[src/rtl/register_file_write_port_pkg.sv]
// Shared register-file constants and types.
// Used by the write port, its decoder and the read multiplexers.
package register_file_write_port_pkg;

  localparam int REG_ADDR_W = 4;
  localparam int REG_COUNT  = 16;
  localparam int PC_INDEX   = 15;
  localparam int WORD_W     = 32;

  typedef logic [REG_ADDR_W-1:0] reg_addr_t;

endpackage

[src/rtl/register_file_write_port_decoder.sv]
// 4-to-16 one-hot decoder with enable; all zeros when disabled.
// Ports: en, addr -> sel (one-hot, at most one bit high).
module decoder_4_to_16
  import register_file_write_port_pkg::*;
(
  input  logic                 en,
  input  reg_addr_t            addr,
  output logic [REG_COUNT-1:0] sel
);

  // Gating on en first keeps an unknown addr harmless while idle.
  always_comb begin
    sel = '0;
    if (en) sel[addr] = 1'b1;
  end

endmodule

[src/rtl/register_file_write_port.sv]
// Write side of the 16x32 register file; R15 also loads the next PC.
// Ports: clk, reset, wr_en/wr_addr/wr_data, pc_ld/pc_in -> reg_out, pc_out, wr_ack.
module register_file_write_port #(
  parameter int WIDTH    = register_file_write_port_pkg::WORD_W,
  parameter int NREGS    = register_file_write_port_pkg::REG_COUNT,
  parameter int PC_INDEX = register_file_write_port_pkg::PC_INDEX
) (
  input  logic                                  clk,
  input  logic                                  reset,
  input  logic                                  wr_en,
  input  register_file_write_port_pkg::reg_addr_t wr_addr,
  input  logic [WIDTH-1:0]                      wr_data,
  input  logic                                  pc_ld,
  input  logic [WIDTH-1:0]                      pc_in,
  output logic [NREGS*WIDTH-1:0]                reg_out,
  output logic [WIDTH-1:0]                      pc_out,
  output logic                                  wr_ack
);

  logic [NREGS-1:0]            sel;
  logic [NREGS-1:0][WIDTH-1:0] regs;

  decoder_4_to_16 u_dec (
    .en   (wr_en),
    .addr (wr_addr),
    .sel  (sel)
  );

  always_ff @(posedge clk or posedge reset) begin
    if (reset) begin
      regs   <= '0;
      wr_ack <= 1'b0;
    end else begin
      wr_ack <= wr_en;
      for (int i = 0; i < NREGS; i++) begin
        if (sel[i]) begin
          regs[i] <= wr_data;
        end else if (i == PC_INDEX && pc_ld) begin
          // General write to PC wins; fetch load only otherwise.
          regs[i] <= pc_in;
        end
      end
    end
  end

  // Packed array: word i lands at bits [i*WIDTH +: WIDTH].
  assign reg_out = regs;
  assign pc_out  = regs[PC_INDEX];

endmodule

[config.mk]
export PLATFORM = sky130hd
export DESIGN_NAME = register_file_write_port
export DESIGN_NICKNAME = d
export VERILOG_FILES = /design/src/rtl/register_file_write_port_pkg.sv /design/src/rtl/register_file_write_port_decoder.sv /design/src/rtl/register_file_write_port.sv
export SDC_FILE = /design/constraint.sdc
export NUM_CORES = 1
export LEC_CHECK = 0
export CAP_MARGIN = 0
export CORE_AREA = 4 4 237 239
export CTS_CLUSTER_SIZE = 24
export DETAILED_ROUTE_END_ITERATION = 6
export DIE_AREA = 0 0 241 243
export PLACE_DENSITY = 0.66
export SLEW_MARGIN = 25
export SYNTH_ARGS = -nofsm -noshare
export SYNTH_HDL_FRONTEND = slang
export SYNTH_SLANG_ARGS = --single-unit
[constraint.sdc]
create_clock -name clk -period 18.6 [get_ports clk]
set_clock_uncertainty 0.15 [all_clocks]
set_input_delay 1.86 -clock clk [delete_from_list [all_inputs] [get_ports clk]]
set_output_delay 1.86 -clock clk [all_outputs]
set_load 0.01 [all_outputs]
# Yosys cells after proc, flatten, opt, wreduce, memory -nomap -nowiden
# Index checks and enable logic that the tools add are counted.
# totals
reg_bits	513
# op_classes
n_reduce_logical	2
muxes	5
n_lt_le_gt_ge	2
# op_table
cell	count
two-way mux 32 bit	2
two-way mux 16 bit	1
less-than comparator 4 x 5 -> 1 bit (second input constant)	1
demux 1 bit (select 4 bit)	1
>= comparator 4 x 1 -> 1 bit (second input constant)	1
nonzero test 2 bit	1
logical AND 1 bit	1
two-way mux 1 bit	1

# Depth between registers and ports, before layout
# depth
depth_word	6
ltp_mapped	6

# Cells and area by module
# A second synthesis with hierarchy kept.
# unflattened
cells_unflattened	1248
area_unflattened_um2	20231.9
# modules_own_cells
mod	area_per_inst_um2	seq_area_each_um2	instances	cells_each
register_file_write_port	20114.3	12837.3	1	1225
decoder_4_to_16	117.6	0.0	1	23

# Least setup slack after synthesis
# OpenSTA, ideal clock, no wires.
# synth_timing
path_kind	input-to-reg
startpoint	in wr_addr[3]
endpoint	reg regs, in the netlist reg_out[64]
setup_ns	0.125
arrival_time_ns	3.097
slack_ns	15.227
stages	5
path_cell_list	buf_2 > or4_1 > buf_2 > buf_6 > mux2_4
# synth_via
elab_chain_len	5
# synth_lines
element	line	source
start: declaration	register_file_write_port.sv:11	input register_file_write_port_pkg::reg_addr_t wr_addr,
less-than comparator 4 x 5 -> 1 bit (not written as such) or >= comparator 4 x 1 -> 1 bit (tied branches)	register_file_write_port_decoder.sv:14	if (en) sel[addr] = 1'b1;
logical AND 1 bit (not written as such)	register_file_write_port_decoder.sv:14	
two-way mux 1 bit (not written as such)	register_file_write_port_decoder.sv:14	
demux 1 bit (select 4 bit) *	--	
two-way mux 16 bit *	register_file_write_port_decoder.sv:14	
end signal: indexed assignment	register_file_write_port.sv:37	regs[i] <= wr_data;
end signal: indexed assignment	register_file_write_port.sv:40	regs[i] <= pc_in;
end: declaration	register_file_write_port.sv:21	logic [NREGS-1:0][WIDTH-1:0] regs;
# Every way passes the cells marked *; elsewhere a longest branch is shown, timed or not.
# A chain may end at the register's enable or synchronous reset.

==> results.json <==
{
  "cts_tree": "yes",
  "synth_commonest_cells": "dfrtp_1 (513), mux2_2 (497), buf_2 (46)",
  "synth_edf_count": 0,
  "finalPower_mw": 3.653,
  "final_layout_size_suffix_gt1_frac": 0.3550,
  "die_area_sq_um": 58560,
  "synth_cell_types": 20,
  "async_reset_ff_frac": 1.000,
  "cp-startpoint": "reset",
  "r2r_start": "pc_out[15]",
  "first_pass_iters": 4,
  "wl_met2_um": 32060,
  "numCtsBuffers": 54,
  "cts_max_level": 2,
  "layout_setup_ws_ns": 14.44,
  "ff2ff_setup_slack_ns": 17.38,
  "cts_resized": 0,
  "setup_tns_ns": 0,
  "grt_setup_unrepaired": "no",
  "die_y_um": 243,
  "core.rowCount": 85,
  "finalSetupViolCount": 0,
  "p_per_area_nw_per_um2": 128.7,
  "hpwl_um": 44380,
  "min_from": "reg_out[343]",
  "clockBufferDepth": 3,
  "syn_to_final_growth_pct": 42.57,
  "final_area_sq_um": 28380,
  "endpoint": "reg_out[318]",
  "critPathMaxFanout": 118,
  "hold_viol_final": 0,
  "clk_pin_slew_ns": 0.06,
  "wire_per_inst_um": 25.52,
  "path_class": "in -> async",
  "ios": 617,
  "die_w_um": 241,
  "postCtsSetupRepairBufs": 0,
  "placed_area_sq_um": 26530,
  "grt_first_pass_wirelength_um": 93910,
  "port_buffers": 616,
  "r2r-end": "pc_out[15]",
  "synth_ff_type": "dfrtp_1",
  "crit_slowest_cell": "buf_6",
  "synthTopCellsByArea": "dfrtp_1 (64%), mux2_2 (28%), mux2_4 (2.3%)",
  "routed_wl_um": 64120,
  "hold_path_class": "reg -> reg",
  "clock_latency_ns": 0.58,
  "overflow": 0,
  "drv_slew": 0,
  "arrival_ns": 4.65,
  "dp_slack_ns": 13.58,
  "synth-seq-cells": 513,
  "maxCapViolCount": 0,
  "grt_pass1_vias": 13420,
  "ant_nets": 0,
  "initial_core_util": 0.3698,
  "insertedDiodeCount": 0,
  "antenna_found_initial": 0,
  "cts_root_buf": "clkbuf_16",
  "cp_cell_sequence": "clkdlybuf4s50_1 -> inv_8 -> buf_12 -> buf_16 -> buf_6",
  "synth.cell_area_sq_um": 19900,
  "wl_met3_um": 5048,
  "drtIter0Drc": 505,
  "syn_inst": 1208,
  "cts.sinks": 513,
  "routed_via_density": 4.951,
  "ys_seq_area_frac": 0.6450,
  "top_layer": "met4",
  "yosysTopAreaCell": "dfrtp_1",
  "end_kind": "async pin",
  "p_leak_nw": 12.16,
  "max_stage_delay_ns": 0.63,
  "synth_top_area_frac": 0.6450,
  "drc": 0,
  "finalCritPeriodShare": 0.2234,
  "core-area_sq_um": 53810,
  "max_clock_freq_mhz": 240.6,
  "gp_congestion": 0.7679,
  "syn-num-nets": 1280,
  "outcome": "completed",
  "num_vias": 12440,
  "worstSetupStartpointType": "primary input",
  "post-synth-top-count-cell": "dfrtp_1",
  "fin_crit_ns": 4.156,
  "relSlewSlack": 0.3029,
  "hold_buffers": 0,
  "grt_max_degree": 181,
  "drt-met1-wl_um": 25210,
  "yosys_warnings": 0,
  "nets": 1848,
  "tightestPinTransition_ns": 1.042,
  "peakVddDrop_mv": 0.08615,
  "required_ns": 19.09,
  "reg2reg_depth": 2,
  "grtUsageTotal": 0.2144,
  "syn_avg_cell_area_sq_um": 16.48
}
## registers in the layout, indices dropped and copies added, names as in the netlist
name	count
reg_out	480
wr_ack	1
pc_out	32
## critical path, delay by kind of cell
kind | cells | cell delay (ns)
buffers and inverters | 5 | 2.44
## per-stage QoR
step	utilization	hold WS [ns]	cells
floorplan	-	0.3788	1208
global placement	0.4920	0.3191	2411
detailed placement	0.4931	0.3253	2414
CTS	0.5262	0.3390	2511
global route	0.5273	0.3573	2513
finish	0.5273	0.3341	2513
## worst min path at each step
stage,end,slack (ns),cells past startpoint
after CTS,reg_out[343],0.34,1
after floorplan,reg_out[101],0.38,1
final,reg_out[343],0.33,1
after global routing,reg_out[314],0.36,1
after detailed placement,reg_out[343],0.33,1
after global placement,reg_out[312],0.32,1
## layer usage
layer / track usage / vias to the layer above
li1: - / 5330
met1: 0.2616 / 6608
met2: 0.3663 / 405
met3: 0.06754 / 98
met4: 0.06076 / 0
met5: 0 / -
## cells by family after synthesis
| family | after synthesis | share of synthesized area |
|---|---|---|
| DFF | 513 | 0.6450 |
| and+or+nand+nor | 27 | 0.008110 |
| buffers and inverters | 124 | 0.03344 |
| muxes | 544 | 0.3134 |
## layout by cell type, fill, tap and decap left out, types with 3 or more instances in the layout
cell and n:
buf_12 4, clkbuf_8 12, mux2_2 497, nor2_4 6, nand3b_1 3, clkdlybuf4s50_1 613
buf_4 11, mux2_4 30, nor3_4 3, bufinv_16 3, dfrtp_1 513, clkinv_2 7
clkbuf_1 18, clkbuf_16 57, mux2_1 17, buf_2 3
## layout make-up
class	count	area [sq um]
fillers	4414	25440
flip-flops and latches	513	12840
multi-input cells	571	6481
repair buffers	635	6391
clock buffers	87	1659
well taps	696	870.8
clock inverters	10	125.1
inverters	1	11.26
## where the power goes
part / switching, mW / leakage, nW / internal (mW)
Sequential: 0.135 / 6.27 / 1.37
Clock: 0.432 / 0.880 / 0.647
Combinational: 0.431 / 5.01 / 0.639
Total: 0.999 / 12.2 / 2.65
Power figures use the tool's default switching activity.
